--- config.mk ---
export PLATFORM = sky130hd
export DESIGN_NAME = ps2_paddle_rx
export DESIGN_NICKNAME = d
export VERILOG_FILES = /design/src/rtl/ps2_paddle_rx.sv
export SDC_FILE = /design/constraint.sdc
export NUM_CORES = 1
export LEC_CHECK = 0
export BUFFER_PORTS_ARGS = -buffer_cell sky130_fd_sc_hd__buf_2
export CAP_MARGIN = 20
export CORE_ASPECT_RATIO = 0.7
export CORE_MARGIN = 2
export CORE_UTILIZATION = 59
export DETAILED_ROUTE_END_ITERATION = 8
export PLACE_DENSITY = 0.78
export SKIP_LAST_GASP = 1
export SYNTH_ARGS = -nofsm -noshare
export SYNTH_HDL_FRONTEND = slang
export SYNTH_SLANG_ARGS = --single-unit
--- constraint.sdc ---
create_clock -name clk -period 2.6 [get_ports clk]
set_input_delay 0.39 -clock clk [delete_from_list [all_inputs] [get_ports clk]]
set_output_delay 0.39 -clock clk [all_outputs]
set_load 0.02 [all_outputs]
--- src/rtl/ps2_paddle_rx.sv ---
// PS/2 keyboard receiver for a two-player paddle game: filters the PS/2 clock,
// deframes 11-bit frames and decodes W/S and extended Up/Down make/break codes.
module ps2_paddle_rx #(
  parameter int FILTER_LEN  = 8,
  parameter int TIMEOUT_CYC = 20000
) (
  input  logic       clk,
  input  logic       reset_n,
  input  logic       ps2_clk,
  input  logic       ps2_data,
  output logic       up1,
  output logic       down1,
  output logic       up2,
  output logic       down2,
  output logic [7:0] scan_code,
  output logic       scan_valid,
  output logic       frame_err
);

  localparam int FW = (FILTER_LEN  > 1) ? $clog2(FILTER_LEN + 1)  : 1;
  localparam int TW = (TIMEOUT_CYC > 1) ? $clog2(TIMEOUT_CYC + 1) : 1;
  localparam logic [FW-1:0] FCNT_MAX = FW'(FILTER_LEN - 1);
  localparam logic [TW-1:0] TCNT_MAX = TW'(TIMEOUT_CYC - 1);

  localparam logic [1:0] S_IDLE   = 2'd0;
  localparam logic [1:0] S_DATA   = 2'd1;
  localparam logic [1:0] S_PARITY = 2'd2;
  localparam logic [1:0] S_STOP   = 2'd3;

  logic          r_clk_s1, r_clk_s2, r_dat_s1, r_dat_s2;
  logic          r_filt, r_filt_d;
  logic [FW-1:0] r_fcnt;
  logic [1:0]    r_state;
  logic [7:0]    r_shift;
  logic [2:0]    r_bcnt;
  logic          r_par;
  logic [TW-1:0] r_tcnt;
  logic          r_ext, r_brk;
  logic          r_up1, r_down1, r_up2, r_down2;
  logic [7:0]    r_code;
  logic          r_valid, r_err;
  logic          w_fall;
  logic          w_good;

  // Lines idle high, so the synchronizers reset to 1 to avoid a false edge.
  always_ff @(posedge clk or negedge reset_n) begin
    if (!reset_n) begin
      r_clk_s1 <= 1'b1;
      r_clk_s2 <= 1'b1;
      r_dat_s1 <= 1'b1;
      r_dat_s2 <= 1'b1;
    end else begin
      r_clk_s1 <= ps2_clk;
      r_clk_s2 <= r_clk_s1;
      r_dat_s1 <= ps2_data;
      r_dat_s2 <= r_dat_s1;
    end
  end

  // r_fcnt counts consecutive samples that disagree with the filtered level.
  always_ff @(posedge clk or negedge reset_n) begin
    if (!reset_n) begin
      r_filt   <= 1'b1;
      r_filt_d <= 1'b1;
      r_fcnt   <= '0;
    end else begin
      r_filt_d <= r_filt;
      if (r_clk_s2 == r_filt) begin
        r_fcnt <= '0;
      end else if (r_fcnt == FCNT_MAX) begin
        r_filt <= r_clk_s2;
        r_fcnt <= '0;
      end else begin
        r_fcnt <= r_fcnt + FW'(1);
      end
    end
  end

  assign w_fall = r_filt_d & ~r_filt;
  assign w_good = r_dat_s2 & (^{r_shift, r_par});

  always_ff @(posedge clk or negedge reset_n) begin
    if (!reset_n) begin
      r_state <= S_IDLE;
      r_shift <= '0;
      r_bcnt  <= '0;
      r_par   <= 1'b0;
      r_tcnt  <= '0;
      r_ext   <= 1'b0;
      r_brk   <= 1'b0;
      r_up1   <= 1'b0;
      r_down1 <= 1'b0;
      r_up2   <= 1'b0;
      r_down2 <= 1'b0;
      r_code  <= '0;
      r_valid <= 1'b0;
      r_err   <= 1'b0;
    end else begin
      r_valid <= 1'b0;
      r_err   <= 1'b0;
      if (w_fall || r_state == S_IDLE) r_tcnt <= '0;
      else                             r_tcnt <= r_tcnt + TW'(1);

      if (w_fall) begin
        case (r_state)
          S_IDLE: begin
            r_bcnt <= '0;
            if (!r_dat_s2) r_state <= S_DATA;
          end
          S_DATA: begin
            r_shift <= {r_dat_s2, r_shift[7:1]};
            r_bcnt  <= r_bcnt + 3'd1;
            if (r_bcnt == 3'd7) r_state <= S_PARITY;
          end
          S_PARITY: begin
            r_par   <= r_dat_s2;
            r_state <= S_STOP;
          end
          default: begin
            r_state <= S_IDLE;
            if (w_good) begin
              r_code  <= r_shift;
              r_valid <= 1'b1;
              if (r_shift == 8'hE0) begin
                r_ext <= 1'b1;
              end else if (r_shift == 8'hF0) begin
                r_brk <= 1'b1;
              end else begin
                r_ext <= 1'b0;
                r_brk <= 1'b0;
                // Non-extended 75/72 are keypad keys and fall through unmapped.
                if (!r_ext && r_shift == 8'h1D) r_up1   <= !r_brk;
                if (!r_ext && r_shift == 8'h1B) r_down1 <= !r_brk;
                if ( r_ext && r_shift == 8'h75) r_up2   <= !r_brk;
                if ( r_ext && r_shift == 8'h72) r_down2 <= !r_brk;
              end
            end else begin
              r_err <= 1'b1;
              r_ext <= 1'b0;
              r_brk <= 1'b0;
            end
          end
        endcase
      end else if (r_state != S_IDLE && r_tcnt == TCNT_MAX) begin
        r_state <= S_IDLE;
        r_err   <= 1'b1;
        r_ext   <= 1'b0;
        r_brk   <= 1'b0;
      end
    end
  end

  assign up1        = r_up1;
  assign down1      = r_down1;
  assign up2        = r_up2;
  assign down2      = r_down2;
  assign scan_code  = r_code;
  assign scan_valid = r_valid;
  assign frame_err  = r_err;

endmodule

# After elaboration in Yosys (flattened, before gate mapping)

Index checks and enable logic that the tools add are counted.

Add/subtract/negate cells: 3
Equal/unequal tests: 17
Muxes and demuxes: 27
Bitwise gates (word level): 7
Reduce and logical (&&, ||, !) cells: 26

Operator list:

| cell                                                 | count |
|---|---|
| AND reduction 6 bit                                  | 4 |
| 2-to-1 mux 1 bit                                     | 18 |
| equality test 8 x 5 -> 1 bit (second input constant) | 2 |
| equality test 8 x 7 -> 1 bit (second input constant) | 2 |
| equality test 8 bit (second input constant)          | 2 |
| adder 15 x 1 -> 15 bit (second input constant)       | 1 |
| equality test 15 bit (second input constant)         | 1 |
| 2-to-1 mux 15 bit                                    | 1 |
| AND reduction 3 bit                                  | 4 |
| inequality test 3 bit (second input constant)        | 3 |
| XOR reduction 9 bit                                  | 1 |
| 2-to-1 mux 2 bit                                     | 4 |
| 2-to-1 mux 4 bit                                     | 2 |
| AND reduction 2 bit                                  | 4 |
| case mux 2 bit (3 select lines)                      | 1 |
| case mux 3 bit (2 select lines)                      | 1 |
| nonzero test 2 bit                                   | 3 |
| logical AND 1 bit                                    | 5 |
| NOT 1 bit                                            | 5 |
| adder 4 x 1 -> 4 bit (second input constant)         | 1 |
| equality test 4 x 3 -> 1 bit (second input constant) | 1 |
| inequality test 4 bit (second input constant)        | 1 |
| adder 3 x 1 -> 3 bit (second input constant)         | 1 |
| equality test 3 bit (second input constant)          | 1 |
| other kinds (9)                                      | 11 |

Bits in registers: 55
Input port bits: 4
Output and inout bits: 14
Word-level logic and storage cells: 101

# Depth between registers and ports, before layout

Depth in word-level cells: 6
Gate-level depth with buffers: 7
Depth with buffers taken out: 6

# Least setup slack after synthesis

OpenSTA, ideal clock, no wires.

Kind: register to register
From: register r_state[0]
To: register r_state[0]
Library setup time: 0.122 ns
Arrival time: 1.887 ns
Slack: 0.592 ns
Cell stages (with the launch flop): 8
Clock period less this slack: 2.008 ns
Path through: dfrtp_1 -> inv_1 -> ha_1 -> nand2b_1 -> buf_2 -> or4_4 -> a32o_1 -> a32o_1

Cells in the longest elaborated chain, start to end: 4

Ends and longest elaborated chain:

| what                                                          | RTL line | text |
|---|---|---|
| start, declared                                               | 33       | `logic [1:0] r_state;` |
| start signal, assigned                                        | 84       | `r_state <= S_IDLE;` |
| start signal, assigned                                        | 108      | `if (!r_dat_s2) r_state <= S_DATA;` |
| start signal, assigned                                        | 113      | `if (r_bcnt == 3'd7) r_state <= S_PARITY;` |
| branches (longest 4 deep; another with inequality test 3 bit) | n/a      |  |

Several ways; the timed one is not identified.
A chain may end at the register's enable or synchronous reset.

# Final worst setup path

From: register r_shift[6]
To: register r_up2 (netlist: up2)

Cells in the longest elaborated chain, start to end: 3

Ends and longest elaborated chain:

| what                                        | RTL line | text |
|---|---|---|
| start, declared                             | 34       | `logic [7:0] r_shift;` |
| start signal, assigned                      | 111      | `r_shift <= {r_dat_s2, r_shift[7:1]};` |
| XOR reduction 9 bit (tied with other cells) | 80       | `assign w_good = r_dat_s2 & (^{r_shift, r_par});` |
| bitwise AND 1 bit (tied with other cells)   | 80       |  |
| AND reduction 6 bit (no line) (*)           | n/a      |  |
| end signal, assigned                        | 134      | `if ( r_ext && r_shift == 8'h75) r_up2 <= !r_brk;` |
| end, declared                               | 39       | `logic r_up1, r_down1, r_up2, r_down2;` |

Mark *: on every way between the ends. The rest lies on a longest branch, timed or not.

==> results_dict.tcl <==
set metrics [dict create \
    hold_viol_final 0 \
    die_height_um 58.7 \
    cts_buffer_depth 2 \
    synth_warnings 0 \
    syn_inst_count 210 \
    post_cts.repair.setup_buffers 0 \
    cts-buffers-inserted 5 \
    fin_nets 245 \
    cp_max_fo 6 \
    synth_fp_nets 222 \
    drt_first_iter_violations 70 \
    setup_viol_count_final 0 \
    number_of_gates_resized_after_cts 0 \
    power_density_mw_per_mm2 754 \
    synth.top_cells.by_count "dfrtp_1 (49), nor2_1 (26), mux2_2 (21), nand2_1 (13), xnor2_1 (11)" \
    htreeDepth 2 \
    critPathCaptureType "flop" \
    place_hpwl_um 3420 \
    fp-row-count 19 \
    syn-cell-area_mm2 0.00252 \
    cts.hold.buffers_added 0 \
    worst_ep_required_time_ns 2.81 \
    critical-path-top-delay-family "XOR/XNOR gates" \
    ant_nets 0 \
    crit_slowest_cell "xnor3_2" \
    antenna_diode_instance_count 0 \
    area.sequential_mm2 0.00138 \
    via_count 1645 \
    io_pins 18 \
    first_pass_grt_wire_length_um 7960 \
    globalplace.congestion 0.851 \
    ys_seq_elements 55 \
    first_global_vias 1726 \
    tritoncts_sink_count 55 \
    dieArea_mm2 0.00482 \
    fmaxAchievable_mhz 469 \
    leakagePower_nw 1.33 \
    status "finished, final reports clean" \
    detail_route.first_pass.iterations 4 \
    slew_violations 0 \
    worst-slew-pin-transition_ns 0.597 \
    numPortBuffers 17 \
    clock_insertion_delay_worst_skew_ns 0.32 \
    vdd_ir_drop_max_uv 553 \
    final.period_utilization 0.820 \
    max-slew-margin-rel 0.602 \
    critical_path.cell_chain "xnor2_1 > xnor3_2 > nor4_1 > mux2_2" \
    min_period_ns 2.13 \
    synth_top_cell_area_share 0.487 \
    holdWs_ns 0.0636 \
    synth_cell_types 37 \
    maximum_number_of_pins_on_one_net_before_global_route_repair 29 \
    root_buffer_master "clkbuf_8" \
    cts_tree "yes" \
    cp.arrival_ns 2.34 \
    clkSlewWorstSetupHoldPaths_ns 0.10 \
    rsz0062_at_grt "no" \
    kind_of_launch_point_of_the_worst_setup_path "flop" \
    top_cells_by_area_synth "dfrtp_1 (49%), mux2_2 (9.4%), dfstp_2 (6.3%)" \
    cpPeakStageDelay_ns 0.52 \
    worstHoldPathType "in -> async" \
    max_cap_violations 0 \
    path_class "reg -> reg" \
    post_route_drc_violation_count 0 \
    globalRouteOverflowTotal 0 \
    post_route_cells_drive_above_1_share 0.261 \
    ys_async_sr_fraction 1.00 \
    fill_cells 259 \
    drt-total-wl_um 4600 \
    area.growth.synth_to_final_pct 10.4 \
    yosysSeqAreaShare 0.549 \
    setup_tns_ns 0 \
    floorplan.initialDensity 0.627 \
    yosysMostFrequentCell "dfrtp_1" \
    antenna_found_initial 0 \
    total_buffers_and_inverters_traversed_by_the_critical_path 0 \
    synth-edff-count 0 \
    finalClockSkew_ns 0.0103 \
    grt_util_all_layers 0.228 \
    postSynthAreaPerCell_um2 12.0 \
    die_width_um 82.1 \
    synth-main-ff-cell "dfrtp_1" \
    vias_per_cell 5.75 \
    synth_top_cell_by_area "dfrtp_1" \
    routed_wire_length_per_instance_um 16.1 \
    multiInputGateArea_mm2 0.00109 \
    design.core.area_mm2 0.00402 \
]
==> layout by cell type (no fill, tap or decap), types with 7 or more instances in the layout <==
cell type,netlist,layout
dfrtp_1,49,49
xnor2_1,11,11
ha_1,8,8
mux2_2,21,21
xor2_1,7,7
nand2_1,13,13
nor2_1,26,26
buf_2,2,17
==> flip-flops by register name, indices dropped and copies added (netlist names), 2 cells and up <==
signal / cells
r_tcnt: 15
r_shift: 8
r_state: 2
r_fcnt: 4
scan_code: 8
r_bcnt: 3
==> cell type report <==
class / count / share of cell area
clock buffer: 6 / 0.0297
clock inverter: 2 / 0.00720
inverter: 6 / 0.00810
multi-input combinational: 144 / 0.393
sequential: 55 / 0.498
tap: 52 / 0.0234
timing repair buffer: 21 / 0.0414
==> per-stage QoR <==
stage | total power, W | cell area, um2 | cells | utilization | setup WS, ns
CTS | 0.00212 | 2780 | 286 | 0.692 | 0.501
floorplan | 0.00145 | 2520 | 210 | - | 0.592
global route | 0.00223 | 2780 | 286 | 0.692 | 0.437
detailed placement | 0.00160 | 2680 | 278 | 0.667 | 0.529
global placement | 0.00155 | 2680 | 278 | 0.667 | 0.634
finish | 0.00210 | 2780 | 286 | 0.692 | 0.469
==> kinds of logic (layout without fill, tap and decap cells) <==
family	Yosys count	after routing	synth area share
and+or+nand+nor	79	79	0.166
DFF	55	55	0.549
xor gates and xnor gates	21	21	0.0874
muxes	21	21	0.0938
AOI/OAI and AO/OA	15	15	0.0467
buffers and inverters	11	35	0.0174
adders and majority gates	8	8	0.0397
==> report_power, final <==
| part | internal [W] | switching, W |
|---|---|---|
| logic | 0.000241 | 0.000292 |
| registers | 0.000958 | 0.0000932 |
| clock network | 0.000225 | 0.000288 |
| total | 0.00142 | 0.000673 |
==> metal layers <==
metal / GRT usage / vias to the layer above / part of all wire
met5: 0 / - / 0
met4: 0.0738 / 0 / 0.014
met3: 0.0798 / 7 / 0.052
met2: 0.350 / 44 / 0.48
met1: 0.310 / 815 / 0.45
li1: - / 779 / -
==> worst paths after layout <==
kind	from	end	slack (ns)	depth (start not counted)
max in group asynchronous	reset_n	r_clk_s2	1.87	2
max reg2reg	r_shift[6]	up2	0.47	4
min in group clk	ps2_clk	r_clk_s1	0.16	1
max	r_shift[6]	up2	0.47	4
min reg2reg	r_dat_s1	r_dat_s2	0.36	0
min	reset_n	r_shift[2]	0.06	1
No activity file was read; power rests on OpenSTA's default activity.
